$ cat src/rtl/fm_tune_pkg.sv
// Shared types and constants for the FM tuning controller: FSM states,
// default band plan and the preset channel table.
package fm_tune_pkg;

    typedef enum logic [1:0] {
        ST_IDLE   = 2'd0,
        ST_STEP   = 2'd1,
        ST_HOLD   = 2'd2,
        ST_REPEAT = 2'd3
    } tune_state_t;

    localparam int FREQ_MIN_DEF  = 87500000;
    localparam int FREQ_STEP_DEF = 100000;
    localparam int CH_MAX_DEF    = 205;

    localparam int PRESET_NUM = 4;
    localparam logic [7:0] PRESET_CH [PRESET_NUM] = '{8'd0, 8'd5, 8'd105, 8'd205};

endpackage

$ cat src/rtl/fm_tune_ctrl_btn_debounce.sv
// Two-flop synchronizer followed by a stability counter for one raw button;
// the output level only follows after DEBOUNCE_CYC consecutive differing samples.
module btn_debounce #(
    parameter int DEBOUNCE_CYC = 250000
) (
    input  logic clk,
    input  logic reset,
    input  logic btn,
    output logic level
);

    localparam int CW = $clog2(DEBOUNCE_CYC + 1);
    localparam logic [CW-1:0] CNT_LAST = CW'(DEBOUNCE_CYC - 1);

    logic          sync_p0;
    logic          sync_p1;
    logic [CW-1:0] stable_cnt;

    always_ff @(posedge clk) begin
        if (reset) begin
            sync_p0    <= 1'b0;
            sync_p1    <= 1'b0;
            stable_cnt <= '0;
            level      <= 1'b0;
        end else begin
            sync_p0 <= btn;
            sync_p1 <= sync_p0;
            // Any sample matching the current level restarts the stability count.
            if (sync_p1 == level) begin
                stable_cnt <= '0;
            end else if (stable_cnt == CNT_LAST) begin
                level      <= sync_p1;
                stable_cnt <= '0;
            end else begin
                stable_cnt <= stable_cnt + CW'(1);
            end
        end
    end

endmodule

$ cat src/rtl/fm_tune_ctrl.sv
// Button-driven carrier tuner for fmgen with hold-to-repeat and a retune mute window.
// Define FM_TUNE_PRESET_EN to enable preset cycling on btn_center.
module fm_tune_ctrl
    import fm_tune_pkg::*;
#(
    parameter int FREQ_MIN         = FREQ_MIN_DEF,
    parameter int FREQ_STEP        = FREQ_STEP_DEF,
    parameter int CH_MAX           = CH_MAX_DEF,
    parameter int CH_INIT          = 205,
    parameter int DEBOUNCE_CYC     = 250000,
    parameter int REPEAT_DELAY_CYC = 12500000,
    parameter int REPEAT_RATE_CYC  = 2500000,
    parameter int MUTE_CYC         = 65536
) (
    input  logic        clk_25m,
    input  logic        reset,
    input  logic        btn_up,
    input  logic        btn_down,
    input  logic        btn_center,
    output logic [31:0] cw_freq,
    output logic [7:0]  channel,
    output logic        mute,
    output logic        freq_upd
);

    localparam logic [7:0]  CH_TOP = 8'(CH_MAX);
    localparam logic [7:0]  CH_RST = 8'(CH_INIT);
    localparam logic [31:0] F_MIN  = 32'(FREQ_MIN);
    localparam logic [31:0] F_STEP = 32'(FREQ_STEP);
    localparam logic [31:0] F_TOP  = 32'(FREQ_MIN + CH_MAX * FREQ_STEP);
    localparam logic [31:0] F_RST  = 32'(FREQ_MIN + CH_INIT * FREQ_STEP);
    localparam int TW = $clog2((REPEAT_DELAY_CYC > REPEAT_RATE_CYC ?
                                REPEAT_DELAY_CYC : REPEAT_RATE_CYC) + 1);
    localparam logic [TW-1:0] DELAY_LAST = TW'(REPEAT_DELAY_CYC - 1);
    localparam logic [TW-1:0] RATE_LAST  = TW'(REPEAT_RATE_CYC - 1);
    localparam int MW = $clog2(MUTE_CYC + 1);
    localparam logic [MW-1:0] MUTE_LOAD = MW'(MUTE_CYC);

    function automatic logic [7:0] step_channel(input logic [7:0] ch, input logic up);
        if (up) return (ch == CH_TOP) ? 8'd0 : ch + 8'd1;
        return (ch == 8'd0) ? CH_TOP : ch - 8'd1;
    endfunction

    function automatic logic [31:0] step_freq(input logic [7:0] ch, input logic [31:0] f,
                                              input logic up);
        if (up) return (ch == CH_TOP) ? F_MIN : f + F_STEP;
        return (ch == 8'd0) ? F_TOP : f - F_STEP;
    endfunction

    logic          deb_up, deb_down, up_d, down_d;
    logic          rise_up, rise_down, held_req, step_now, preset_go;
    tune_state_t   state;
    logic [TW-1:0] timer;
    logic          dir;
    logic          upd_p0, dir_p0;
    logic [MW-1:0] mute_cnt;

    btn_debounce #(.DEBOUNCE_CYC(DEBOUNCE_CYC)) u_deb_up (
        .clk(clk_25m), .reset(reset), .btn(btn_up), .level(deb_up)
    );
    btn_debounce #(.DEBOUNCE_CYC(DEBOUNCE_CYC)) u_deb_down (
        .clk(clk_25m), .reset(reset), .btn(btn_down), .level(deb_down)
    );

    // A press only counts when its own button rises with the other one released.
    assign rise_up   = deb_up & ~up_d & ~deb_down;
    assign rise_down = deb_down & ~down_d & ~deb_up;
    assign held_req  = dir ? (deb_up & ~deb_down) : (deb_down & ~deb_up);
    assign step_now  = (state == ST_STEP) ||
                       (state == ST_REPEAT && held_req && timer == RATE_LAST);

`ifdef FM_TUNE_PRESET_EN
    localparam logic [31:0] PRESET_FREQ [PRESET_NUM] = '{
        32'(FREQ_MIN + int'(PRESET_CH[0]) * FREQ_STEP),
        32'(FREQ_MIN + int'(PRESET_CH[1]) * FREQ_STEP),
        32'(FREQ_MIN + int'(PRESET_CH[2]) * FREQ_STEP),
        32'(FREQ_MIN + int'(PRESET_CH[3]) * FREQ_STEP)
    };

    logic        deb_center, center_d, preset_p0;
    logic [1:0]  preset_idx;
    logic [7:0]  preset_ch_p0;
    logic [31:0] preset_freq_p0;

    btn_debounce #(.DEBOUNCE_CYC(DEBOUNCE_CYC)) u_deb_center (
        .clk(clk_25m), .reset(reset), .btn(btn_center), .level(deb_center)
    );

    assign preset_go = deb_center & ~center_d & ~deb_up & ~deb_down & (state == ST_IDLE);

    always_ff @(posedge clk_25m) begin
        if (reset) begin
            center_d   <= 1'b0;
            preset_idx <= 2'd0;
        end else begin
            center_d <= deb_center;
            if (preset_go) preset_idx <= preset_idx + 2'd1;
        end
    end
`else
    logic unused_center;
    assign unused_center = btn_center;
    assign preset_go     = 1'b0;
`endif

    always_ff @(posedge clk_25m) begin
        if (reset) begin
            state  <= ST_IDLE;
            timer  <= '0;
            dir    <= 1'b0;
            up_d   <= 1'b0;
            down_d <= 1'b0;
        end else begin
            up_d   <= deb_up;
            down_d <= deb_down;
            case (state)
                ST_IDLE: begin
                    if (rise_up || rise_down) begin
                        state <= ST_STEP;
                        dir   <= rise_up;
                    end
                end
                ST_STEP: begin
                    state <= ST_HOLD;
                    timer <= '0;
                end
                ST_HOLD: begin
                    if (!held_req) begin
                        state <= ST_IDLE;
                    end else if (timer == DELAY_LAST) begin
                        state <= ST_REPEAT;
                        timer <= '0;
                    end else begin
                        timer <= timer + TW'(1);
                    end
                end
                ST_REPEAT: begin
                    if (!held_req) state <= ST_IDLE;
                    else if (timer == RATE_LAST) timer <= '0;
                    else timer <= timer + TW'(1);
                end
                default: state <= ST_IDLE;
            endcase
        end
    end

    // Stage p0: update request captured; mute rises here, one edge ahead of cw_freq.
    always_ff @(posedge clk_25m) begin
        dir_p0 <= dir;
`ifdef FM_TUNE_PRESET_EN
        preset_p0      <= preset_go;
        preset_ch_p0   <= PRESET_CH[preset_idx];
        preset_freq_p0 <= PRESET_FREQ[preset_idx];
`endif
    end

    // Stage p1: channel/cw_freq change together with the freq_upd strobe.
    always_ff @(posedge clk_25m) begin
        if (reset) begin
            upd_p0   <= 1'b0;
            freq_upd <= 1'b0;
            channel  <= CH_RST;
            cw_freq  <= F_RST;
            mute     <= 1'b0;
            mute_cnt <= '0;
        end else begin
            upd_p0   <= step_now | preset_go;
            freq_upd <= upd_p0;
            if (upd_p0) begin
`ifdef FM_TUNE_PRESET_EN
                if (preset_p0) begin
                    channel <= preset_ch_p0;
                    cw_freq <= preset_freq_p0;
                end else
`endif
                begin
                    channel <= step_channel(channel, dir_p0);
                    cw_freq <= step_freq(channel, cw_freq, dir_p0);
                end
            end
            if (upd_p0) mute_cnt <= MUTE_LOAD;
            else if (mute_cnt != '0) mute_cnt <= mute_cnt - MW'(1);
            if (step_now | preset_go) mute <= 1'b1;
            else if (mute_cnt == '0 && !upd_p0) mute <= 1'b0;
        end
    end

endmodule

$ cat config.mk
export PLATFORM = sky130hd
export DESIGN_NAME = fm_tune_ctrl
export DESIGN_NICKNAME = d
export VERILOG_FILES = /design/src/rtl/fm_tune_pkg.sv /design/src/rtl/fm_tune_ctrl_btn_debounce.sv /design/src/rtl/fm_tune_ctrl.sv
export SDC_FILE = /design/constraint.sdc
export NUM_CORES = 1
export LEC_CHECK = 0
export BUFFER_PORTS_ARGS = -buffer_cell sky130_fd_sc_hd__buf_2
export CAP_MARGIN = 10
export CORE_ASPECT_RATIO = 1.5
export CORE_MARGIN = 8
export CORE_UTILIZATION = 45
export DETAILED_ROUTE_END_ITERATION = 7
export GPL_TIMING_DRIVEN = 0
export PLACE_DENSITY_LB_ADDON = 0.1
export SLEW_MARGIN = 20
export SYNTH_ARGS = -nofsm -noshare
export SYNTH_HDL_FRONTEND = slang
export SYNTH_HIERARCHICAL = 1
export SYNTH_SLANG_ARGS = --single-unit
export TNS_END_PERCENT = 100
$ cat constraint.sdc
create_clock -name clk_25m -period 2.8 [get_ports clk_25m]
set_input_delay 0.14 -clock clk_25m [delete_from_list [all_inputs] [get_ports clk_25m]]
set_output_delay 0.14 -clock clk_25m [all_outputs]
set_load 0.03 [all_outputs]
# Word level (Yosys, flattened, before mapping)
# Index checks and enable logic that the tools add are counted.
# totals
n_memories	0
latch_bits	0
ram_bits	0
mem_bits_ro	0
ff_bits	132
out_inout_bits	42
word_cells	103
input_bits	5
# classes
n_shift	0
eq_ne	15
muxes	26
div_mod_pow	0
n_reduce_logical	21
order_cmp	0
n_addsub	8
multipliers	0
bitwise_logic	12
# ops
op	n
$mux W32	4
$mux W24	4
$pmux W24 S3	1
$add A18 B1 Y18 const B	2
$eq A18 B18 Y1 const B	2
$mux W17	2
$add A32 B17 Y32 const B	1
$mux W8	4
$sub A32 B17 Y32 const B	1
$add A24 B1 Y24 const B	1
$eq A24 B22 Y1 const B	1
$eq A24 B24 Y1 const B	1
$logic_not A17 Y1	1
$reduce_bool A17 Y1	1
$sub A17 B1 Y17 const B	1
$add A8 B1 Y8 const B	1
$eq A8 B8 Y1 const B	1
$logic_not A8 Y1	1
$mux W2	4
$ne A2 B2 Y1 const B	4
$pmux W2 S4	1
$sub A8 B1 Y8 const B	1
$and A1 B1 Y1	6
$mux W1	6
15 further kinds	30

# Logic depth before layout (Yosys ltp)
# Gate-level depths: netlist of run 1.
# depth
word_depth	7
ltp_mapped	9
depth_no_buf	8

# Hierarchy
# The synthesis of run 1 kept the hierarchy.
# by_module_without_submodules
mod	seq_area_each_um2	instances	area_per_inst_um2	cells_each
fm_tune_ctrl	1701.6	1	5495.3	704
btn_debounce	420.4	2	914.6	104

# Least setup slack after synthesis of run 1
# No wires, ideal clock.
# synth_timing
path_type	flip-flop to flip-flop
start	register cw_freq[5]
end	register cw_freq[29]
path_slack_ns	0.420
setup_ns	0.074
n_path_buf	1
stages_incl_launch_ff	10
period_less_slack_ns	2.380
required_time_ns	2.726
arrival_ns	2.305
cell_sequence	dfxtp_1 > clkbuf_1 > inv_1 > ha_1 > nor2b_1 > o211ai_2 > a21oi_2 > or4_1 > or4_1 > a31oi_1
# synth_via
elab_chain_cells	4
elab_cells_between_ends	6
classes_between	add/sub (2); mux (4)
# synth_lines
element	line_no	source
start: declaration	fm_tune_ctrl.sv:20	output logic [31:0] cw_freq,
start signal: assignment	fm_tune_ctrl.sv:178	cw_freq <= step_freq(channel, cw_freq, dir_p0);
$add A32 B17 Y32	fm_tune_ctrl.sv:46	if (up) return (ch == CH_TOP) ? F_MIN : f + F_STEP;
$mux W32 (2 in series)	fm_tune_ctrl.sv:46	
$mux W32 *	fm_tune_ctrl.sv:47	return (ch == 8'd0) ? F_TOP : f - F_STEP;
# Every way passes the cells marked *; elsewhere a longest branch is shown, timed or not. The select of a mux whose other input is x is not followed.
# A chain may end at the register's enable or synchronous reset.

# Worst setup path after layout of run 1
# layout_timing
start	register cw_freq[6]
end	register cw_freq[25]
# Same word-level chain as after synthesis.

==> results of run 1 <==
[repair_timing]
item                       CTS  global route
hold endpoints to repair     2             0
gates resized for setup      0             6
setup endpoints to repair    0             8
hold buffers                 2             0
setup buffers                0             1
[per-stage QoR]
stage               worst slack, ns  utilization  setup TNS [ns]  instances  total power, uW
floorplan                     0.420            -               0        916             2700
global placement             -0.137        0.486          -0.230       1162             2840
detailed placement          -0.0466        0.486         -0.0466       1162             2850
CTS                         0.00431        0.520               0       1195             4870
global route                0.00606        0.522               0       1196             5050
finish                        0.120        0.522               0       1196             4810
[critical path, delay by kind of cell, from the launching register on]
family | cells | cell delay (ns)
adder cells (fa/ha/maj) | 1 | 0.29
flip-flops | 1 | 0.42
AND/OR/NAND/NOR | 1 | 0.13
AO/OA/AOI/OAI | 5 | 1.72
[power by group]
group	internal, uW	switching, uW
clock network	1210	790
logic	333	432
registers	1930	113
[area by class of cell]
type	instances	area share
buffer	53	0.0311
clock buffer	25	0.0592
clock inverter	6	0.00403
inverter	27	0.0121
multi-input combinational	709	0.532
sequential	127	0.304
tap	206	0.0308
timing repair buffer	43	0.0272
[sequential cells by signal, indices dropped and copies added, names as in the netlist, 2 cells and up]
register / flops
u_deb_up/stable_cnt: 18
cw_freq: 27
state: 2
mute_cnt: 17
timer: 24
u_deb_down/stable_cnt: 18
channel: 8
[cells by family after synthesis]
| logic type | count (synthesis) |
|---|---|
| buf+inv | 80 |
| simple gates | 397 |
| other cells | 1 |
| mux | 4 |
| fa+ha+maj | 11 |
| xor+xnor | 66 |
| compound gates | 226 |
| flops | 127 |
[synth_stat cells (13+ instances only)]
library cell    n  area [sq um]
dfxtp_1       127          2540
nor2_1        114           428
nand2_1        71           267
a21oi_1        51           255
o21ai_0        49           245
xnor2_1        44           385
nand3_1        41           205
clkbuf_1       35           131
nor3_1         29           145
inv_1          25          93.8
xor2_1         22           193
nor4_1         20           125
a211oi_1       18           135
nand4_1        15          93.8
or3_1          13          81.3
[routing by layer]
metal / track usage / vias to the layer above / wire length [microns] / part of all wire
met5: 0 / - / 0 / 0
met1: 0.205 / 3324 / 8130 / 0.38
met2: 0.391 / 215 / 11200 / 0.52
met3: 0.0363 / 75 / 999 / 0.047
li1: - / 3473 / - / -
met4: 0.142 / 0 / 1090 / 0.051
[worst max-delay path by stage]
stage,slack (ns),end,cells after the start,start
2_1_floorplan,0.42,cw_freq[29],9,cw_freq[5]
3_3_place_gp,-0.14,cw_freq[31],7,cw_freq[6]
3_5_place_dp,-0.05,cw_freq[21],10,reset
4_1_cts,0.004,cw_freq[11],8,channel[1]
5_1_grt,0.006,cw_freq[16],7,channel[3]
6_report,0.12,cw_freq[25],7,cw_freq[6]
==> impl_summary.md, run 1 <==
Outcome
The run finished with clean final reports.

Yosys
The sequential cell area fraction in the yosys report is 0.347. The post-synthesis cell count is 912. Of all flip-flops after synthesis, the portion carrying an async set or reset was 0.

Yosys mapped a number of flops with a built-in enable equal to 0. The number of synthesis warnings is 6. Averaged over all synthesized cells, the footprint is between 8 and 9 sq um. The number of register bits inferred by synthesis is between 100 and 150. Of the post-synthesis cell area, the part taken by muxes is 0.00547.

The arithmetic-cell share of the synthesized area counting full adders, half adders and majority gates is 0.0188. The dominant synthesized flop cell is dfxtp_1. Of the total synthesized cell area, the portion taken by XOR and XNOR cells is 0.0789.

The post-synthesis simple-gate area fraction is 0.291. Yosys mapped the design onto 81 distinct sky130hd cell types. The compound-gate portion of the synthesized area was 0.209. In this run the cell area of the synthesized design comes to 0.00732 sq mm. By area, the combinational part of the netlist is dominated by simple AND/OR/NAND/NOR gates.

Placement
The area after detailed placement is 0.00780 sq mm. The final weighted congestion in routability-driven placement is 0.970. Detailed placement ended at an HPWL of 15500 microns. The count of buffers added on input and output ports is 40.

Worst setup path
Across all register-to-register paths, the minimum setup slack is 0.12 ns. The required time reported for the critical path endpoint is 3.11 ns. The worst register-to-register path begins at cw_freq[6].

The largest stage delay on the critical path is about 0.65 ns. The cell with the largest stage delay on the worst path is o31ai_2. For the worst setup path, the data arrival time is roughly 3.0 ns. The worst setup path is captured at a register.

The signal on the critical path passes through ha_1 -> o21a_1 -> o31ai_2 -> a21oi_1 -> a31o_2 -> nor3_1 -> a211oi_1. Along the worst path, the maximum fanout reaches 8. The startpoint class of the critical path is a register.

The number of cells on the worst reg-to-reg path is 7. The start-to-end type of the worst setup path is register to register. In this run the critical register-to-register path is captured at cw_freq[25].

Route
The average vias per placed instance is around 6. The post-detailed-route wirelength per cell is 17.9 microns. The total iterations of the first detailed-routing run is 5. The final wirelength is 21400 microns.

Once detail routing completed, the nets flagged for antenna violations numbered 0. Detailed routing inserted a total of 7087 vias. In this run, the number of DRC markers left after iteration 0 of detailed routing was around 460. The remaining design rule violation count is 0.

Layout
The final instance area is 0.00838 sq mm. In the final layout, the multi-input gates occupy 0.00446 sq mm. In the final layout, flip-flops and latches occupy 0.00254 sq mm. In the final layout, the share of cells above drive strength 1 is 0.130. The fill cell total of the finished layout is 1637. The layout-stage area growth over the synthesis result is 14.3%.

The top cell types in the final layout, fill and taps aside, are dfxtp_1, nor2_1, nand2_1. The library cell used most frequently in the layout, excluding fill and tap cells, is dfxtp_1. At the end of the flow, the number of nets in the layout was 994. The antenna cell count is 0.

Min path
The number of cells on the worst hold path is 2. The class of the tightest hold or removal check is primary input to register. The launch instance of the worst min-delay path is reset.

The endpoint of the worst hold-timing path is u_deb_up/sync_p0.

Pwr
The leakage power is 0.00280 uW. IR analysis of the VDD net gives a maximum drop of ~460 uV. Dividing total power by cell area gives a power density of 575 mW/mm^2.

STA
The max-slew violation total from the final report was 0. At the pin with the least slew margin, the transition time is 0.857 ns. The remaining max-slew budget at the tightest pin is 0.426. Based on the critical path, the design can be clocked at up to around 370 MHz. The worst-case clock skew is 0.00827 ns.

Setup repair after global routing left no endpoint under its margin. The worst hold slack is 0.0286 ns. The final hold violation count is 0. Setup violations remaining at the end of the flow were counted as 0. The worst path in the final design needs a cycle of 2.68 ns, including I/O delays and setup. In the finished design, the share of the clock period the worst path needs comes to 0.957.

Die
The die is 120 microns wide. The effective utilization at floorplan is 0.456. The total die area is roughly 0.021 sq mm. The count of boundary I/O pins is 47. The floorplan has 57 rows.

The total area inside the core boundary comes to 0.0160 sq mm. The height of the chip is 172 microns.

Clock tree
The level count of the clock H-tree is 4. No sink is reached through more buffers than the 2 on the longest clock path. TritonCTS built the clock tree. The clock transition at the registers of the reported paths is 0.06 ns. Clock tree synthesis inserted a total of 17 buffers. The cell at the root of the clock tree is clkbuf_16. The clock insertion delay at the later pin of the skew report is 0.42 ns. The CTS sink count is 127.

Global route
The wire length of the first global-routing pass is 34400 microns. The number of antenna violations at the first check in global routing was 0. The maximum number of pins on one net before global-route repair is 17. The global-route usage over all layers is 0.208. The via count of the first global-routing pass is 6794. The total congestion overflow after global routing is 0.

Flow run
Across the run, the number of max-cap violations was 0.
(Power assumes the default switching activity.)
==> run 2, diff against run 1 <==
Settings changed: CORE_UTILIZATION 45 to 40, CTS_BUF_LIST set to sky130_fd_sc_hd__clkbuf_2 sky130_fd_sc_hd__clkbuf_4 sky130_fd_sc_hd__clkbuf_8, GPL_ROUTABILITY_DRIVEN set to 0.
==> run 2 against run 1 <==
Sequential power barely moved. Setup slack improved by 0.015 ns. Clock skew rose by 0.0070 ns. Register-to-register slack gained 0.02 ns. Sequential cell count unchanged. Core utilization down 5.7 points. Clock power fell by 9%. First-iteration DRC count is 34% higher. Final area fell by 0.36%. Cell count is 1.2% higher. Maximum frequency is 0.56% higher. Largest cell class unchanged.
==> impl_summary.md, run 2 (synthesis results as in run 1) <==
Layout
The antenna cell count is 0. The total number of nets in the final design is 996. In the final layout, the share of cells above drive strength 1 is 0.136. The register ranked first by flip-flop count is cw_freq. In the layout the commonest cells are dfxtp_1, nor2_1, nand2_1. Counting the fill cells in the layout gives 1821. The number of flip-flops in the largest register is 27. Compared with the post-synthesis result, the final layout area differs by 13.9%. The most frequent standard cell in the layout excluding fill and tap cells is dfxtp_1. The largest registers in the layout are cw_freq (27), timer (24). The fraction of the core area covered by cells at the end of the flow is 0.465.

Pwr
Of the total power, the share spent switching nets is 0.295. The share of total power dissipated in combinational logic is 0.167. Summed over all nets, the switching power comes to 1370 uW. The total power per unit cell area is ~550 mW/mm^2.

IR analysis of the VDD net gives a maximum drop of 371 uV. The internal portion of the total power is 3260 uW. The share of total power dissipated in sequential elements is 0.441. The clock power share is 0.392. The leakage power is 0.00276 uW.

STA
The count of final setup violators is 0. For the finished layout, the period the worst path requires is 2.67 ns. Setup repair after global routing left no endpoint under its margin. The worst hold slack is roughly 0.40 ns. The worst-case clock skew is 0.0153 ns. The final total negative setup slack is 0 ns. Dividing the final minimum period by the clock period gives 0.952. The actual slew at the worst max-slew pin is 0.905 ns. Static timing analysis puts the maximum clock frequency at 375 MHz. The max-slew violation total from the final report is 0. The final hold violation count is 0. The worst pin sits at a relative slew slack of 0.394.

Route
In this run the remaining antenna-violating nets after routing total 0. After detailed routing, the number of remaining DRC violations is 0. The overall via count from detail_route is a little over 7000. Dividing the detail-routed via count by the number of cells gives 5.82. Dividing the detail-routed wire length by the instance count gives 17.9 microns. Wires add up to 21600 microns. The first detailed-routing pass ran for 5 iterations. The DRC violation total after the first TritonRoute iteration is 613.

Min path
Counting instances, the worst hold path has a depth of 0. In this run the most critical hold path is launched from dir. The endpoint of the worst hold-timing path is dir_p0.

The class of the tightest hold or removal check is register to register.

Worst setup path
The end of the worst register-to-register path is cw_freq[25]. The largest stage delay on the critical path is 0.72 ns. The arrival time at the worst endpoint is ~3.0 ns.

The required time reported for the critical path endpoint is 3.15 ns. The worst reg-to-reg setup slack is between 0.1 and 0.15 ns. The logic depth of the worst register-to-register path is 7. The startpoint class of the critical path is a register. The cell with the largest stage delay on the worst path is o31ai_2. Walking the worst path, the cells encountered are ha_1 -> o21a_1 -> o31ai_2 -> a21oi_1 -> a31o_2 -> nor3_1 -> a211oi_1. In this run the critical register-to-register path is launched from cw_freq[6]. The worst setup path is captured at a register. The critical path in this run is classified as register to register.

In this run the worst path has a maximum fanout of 8.

Clock tree
TritonCTS built the clock tree. The root buffer cell chosen for the clock tree is clkbuf_8. The clock tree synthesis step divided the H-tree into 4 levels. The maximum clock path buffer count is 2. In this run the post-CTS setup repair buffer count came out at 0. The CTS sink count is between 100 and 150. Clock tree synthesis inserted a total of 17 buffers. The clock transition at the registers of the reported paths is 0.08 ns. At the later pin of the worst-skew pair, clock insertion delay measures 0.46 ns.

Placement
The wire-length estimate of the detail-placed layout is ~16000 microns. The count of buffers added on input and output ports is 40.

Die
The total die area is 0.0230 sq mm. The count of boundary I/O pins is 47. Row generation in the floorplan step produced 60 rows. The effective utilization at floorplan is 0.408. The height of the chip is 182 microns. The core box area is between 0.015 and 0.02 sq mm.

The horizontal die dimension is between 100 and 150 microns.

Global route
The maximum number of pins on one net before global-route repair is 17. The total congestion overflow after global routing is 0. The number of antenna violations at the first check in global routing is 0. The first global-routing pass estimated 34500 microns of wire. The global-route usage over all layers is 0.187. The via count of the first global-routing pass is 6807.

Outcome
The flow ran to the end, and the final reports show no timing, DRC or antenna violations.

Flow run
The number of violations of the max-capacitance limit is 0.
-- run 2: area by class of cell --
class                           count  area, sq um  share of cell area
Buffer                             53          260              0.0312
Clock buffer                       18          241              0.0289
Clock inverter                     14          206              0.0247
Inverter                           27          105              0.0126
Multi-Input combinational cell    709         4470               0.535
Sequential cell                   127         2540               0.305
Tap cell                          217          272              0.0325
Timing Repair Buffer               45          250              0.0300
-- run 2: how the worst max path moves through the flow --
stage | from | to | slack [ns] | cells past startpoint
after floorplan | cw_freq[5] | cw_freq[29] | 0.42 | 9
after global placement | reset | cw_freq[21] | 0.07 | 10
after detailed placement | cw_freq[17] | cw_freq[31] | 0.05 | 6
after CTS | cw_freq[17] | cw_freq[31] | 0.03 | 6
after global routing | cw_freq[17] | cw_freq[27] | 0.02 | 6
final | cw_freq[6] | cw_freq[25] | 0.13 | 7
-- run 2: metrics by stage --
step,power (uW),setup slack [ns],std cells,area [sq um]
finish,4630,0.135,1210,8350
global route,4880,0.0161,1210,8350
CTS,4690,0.0296,1210,8310
detailed placement,2850,0.0533,1173,7810
global placement,2840,0.0663,1173,7810
floorplan,2700,0.420,916,7340
-- run 2: what timing repair did --
item | CTS | global route
endpoints found under the hold margin | 8 | 0
setup endpoints to repair | 0 | 12
hold buffers | 5 | 0
resized for setup | 0 | 10
-- run 2: power groups by stage --
stage	clock [uW]	sequential [uW]	combinational, uW
after CTS	1870	2040	781
after floorplan	0	2060	639
final	1820	2040	774
after global routing	1950	2060	866
after detailed placement	0	2080	768
after global placement	0	2080	762
-- run 2: layer usage --
layer  up-vias  share of wire  track usage
li1       3477              -            -
met1      3284           0.40        0.197
met2       224           0.50        0.332
met3        63          0.054       0.0437
met4         0          0.043        0.108
met5         -              0            0
-- run 2: critical path: cells and delay by family (launching register included) --
kind | cells | cell delay, ns
compound gates | 5 | 1.78
simple gates | 1 | 0.13
fa+ha+maj | 1 | 0.26
flops | 1 | 0.39
==> run 3, diff against run 2 <==
Clock period 2.8 ns to 2.15 ns, I/O delays scaled along.
==> run 3 against run 2 <==
The run now ends with setup timing left. Total power rose by 36%. Via count rose by 3.1%. Sequential power rose by 32%. Cell count rose by 2.0%. Maximum frequency rose by 16%. Routed wire length rose by 3.6%. Hold slack got worse by 0.27 ns.
==> impl_summary.md, run 3 (synthesis results as in run 1) <==
Worst setup path
The largest fanout on the critical path is 2. The required time reported for the critical path endpoint is 2.51 ns. STA puts the critical path data arrival time at 2.66 ns.

The capturing element type of the critical path is a register. The start-to-end type of the worst setup path is register to register. The startpoint class of the critical path is a register.

Global route
The met2 routing resource usage after global routing is 0.357. The number of antenna violations at the first check in global routing was 0. The maximum number of pins on one net before global-route repair is 17. The global-route usage over all layers is 0.194. For this run, global-route usage on met3 was measured as 0.0411. After global routing, the most crowded layer is met2. The first global-routing pass estimated roughly 36000 microns of wire.

The via count of the first global-routing pass came to 7072. In the global route stage, met1 resource usage came out at 0.194. For this run the aggregate overflow at the end of global routing stands at 0.

STA
The final total negative setup slack is -0.372 ns. The remaining max-slew budget at the tightest pin is 0.481. The final worst setup slack is -0.145 ns. The final hold violation count is 0. The worst-case clock skew is between 0.02 and 0.025 ns. Dividing the final minimum period by the clock period gives 1.07.

The actual slew at the worst max-slew pin is 0.773 ns. The max-slew violation total from the final report is 0. Hold timing on the final database bottoms out at a slack of ~0.13 ns.

For this run, the top clock speed supported by timing is 436 MHz. Setup repair after global routing could not meet its margin everywhere. Subtracting the final worst setup slack from the clock period gives around 2.3 ns.

Setup violations remaining at the end of the flow were counted as 3.

Placement
At the placement stage, the worst setup path has a slack of -0.641 ns. In this run, placement finished with an instance count of 1173. The HPWL after detailed placement is 16000 microns. The number of input and output port buffers inserted is 40.

Die
The initial utilization of the core area, before any placement, comes to 0.408. For this design the top-level I/O count stands at 47. The core box area is 0.0179 sq mm.

The die covers about 0.023 sq mm. The height of the chip is between 150 and 200 microns. The number of rows in the core area is 60. The horizontal die dimension is 126 microns.

Layout
0 antenna diodes ended up in the layout. Ranked by flip-flop count, first place goes to cw_freq. In the final layout, the share of cells above drive strength 1 is 0.240. In the layout the commonest cells are nor2_1, dfxtp_1, nand2_1.

The area growth from synthesis to layout is 23.2%. Leaving out filler cells and counting taps, the final layout contains 1234. The most frequent standard cell in the layout excluding fill and tap cells is nor2_1. The largest registers in the layout are cw_freq (27), timer (24). The number of flip-flops in the largest register is 27. The filler cells instantiated in the layout total 1752.

After the last flow step, the layout net total stands at ~1000.

Pwr
Across the VDD grid, the largest voltage drop is a little over 500 uV. The leakage power is 0.00310 uW. The total power per unit cell area is about 700 mW/mm^2.

Route
The overall via count from detail_route is slightly above 7000. The remaining design rule violation count is 0. The first TritonRoute pass finished after 5 iterations. The final antenna-violating net count is 0.

Using the TritonRoute via totals, the vias-per-cell ratio works out to a little under 6. The routed design has 22400 microns of wire. The DRC violation total after the first TritonRoute iteration is about 510. The post-detailed-route wirelength per cell is 18.1 microns.

Clock tree
The clock transition at the registers of the reported paths is ~0.08 ns. The number of buffers inserted during clock tree synthesis is 17. The cell at the root of the clock tree is clkbuf_8. The clock tree synthesis step divided the H-tree into 4 levels. At the later pin of the worst-skew pair, clock insertion delay measures 0.45 ns. The CTS sink count is 127. TritonCTS built the clock tree. The maximum clock path buffer count is 2.

Outcome
The checks that failed: setup timing. The flow ran to the end, but the final reports show violations.

Min path
The class of the tightest hold or removal check is primary input to register.

Flow run
Across the run, the number of max-cap violations was 0.
run 3: cell types whose count changed in the layout (fill, tap and decap cells not counted), sizes merged:
cell and change:
inv -1, clkinv +1, clkbuf -7, clkinvlp -2, buf +33
run 3: metal layers:
layer | routed length (microns) | vias to the layer above
met1 | 8500 | 3382
met4 | 1250 | 0
li1 | - | 3539
met5 | 0 | -
met2 | 11600 | 250
met3 | 1100 | 93
run 3: worst max-delay path: stages (launching register included):
cell and delay [ns]:
dfxtp_4 0.35, clkbuf_16 0.14, inv_8 0.05, ha_4 0.14
nor2b_4 0.04, o211ai_2 0.19, buf_6 0.14, a21oi_4 0.06
or4_4 0.52, or4_1 0.42, a31oi_1 0.16
run 3: area by class of cell:
type	instances	area, sq um	share of cell area
multi-input combinational	709	4830	0.535
sequential	127	2570	0.284
timing repair buffer	76	503	0.0557
buffer	46	288	0.0319
clock buffer	20	275	0.0305
tap	217	272	0.0301
clock inverter	12	180	0.0200
inverter	27	111	0.0123
run 3: power breakdown:
part           internal [uW]  total (uW)  switching, uW
logic                    602        1220            623
registers               2510        2690            182
clock network           1360        2370           1010
total                   4480        6290           1820
run 3: timing repair:
action                                  in CTS  in global routing
cloned                                       0                  0
pin swaps                                   14                 13
gates resized for setup                     68                 53
setup buffers                               24                  7
hold buffers                                 5                  0
endpoints found under the hold margin        8                  0
endpoints found under the setup margin      73                 76
run 3: final timing paths:
| path | slack, ns | end | from | depth (start not counted) |
|---|---|---|---|---|
| min reg2reg | 0.42 | dir_p0 | dir | 0 |
| max reg2reg | -0.15 | cw_freq[29] | cw_freq[5] | 10 |
| min | 0.13 | u_deb_up/stable_cnt[16] | reset | 4 |
| max | -0.15 | cw_freq[29] | cw_freq[5] | 10 |
run 3: metrics by stage:
step / utilization / instance area (sq um) / total power, uW
after CTS: 0.491 / 8800 / 6300
after global placement: 0.437 / 7840 / 3700
final: 0.503 / 9020 / 6290
after detailed placement: 0.437 / 7850 / 3710
after global routing: 0.503 / 9020 / 6630
after floorplan: - / 7370 / 3520
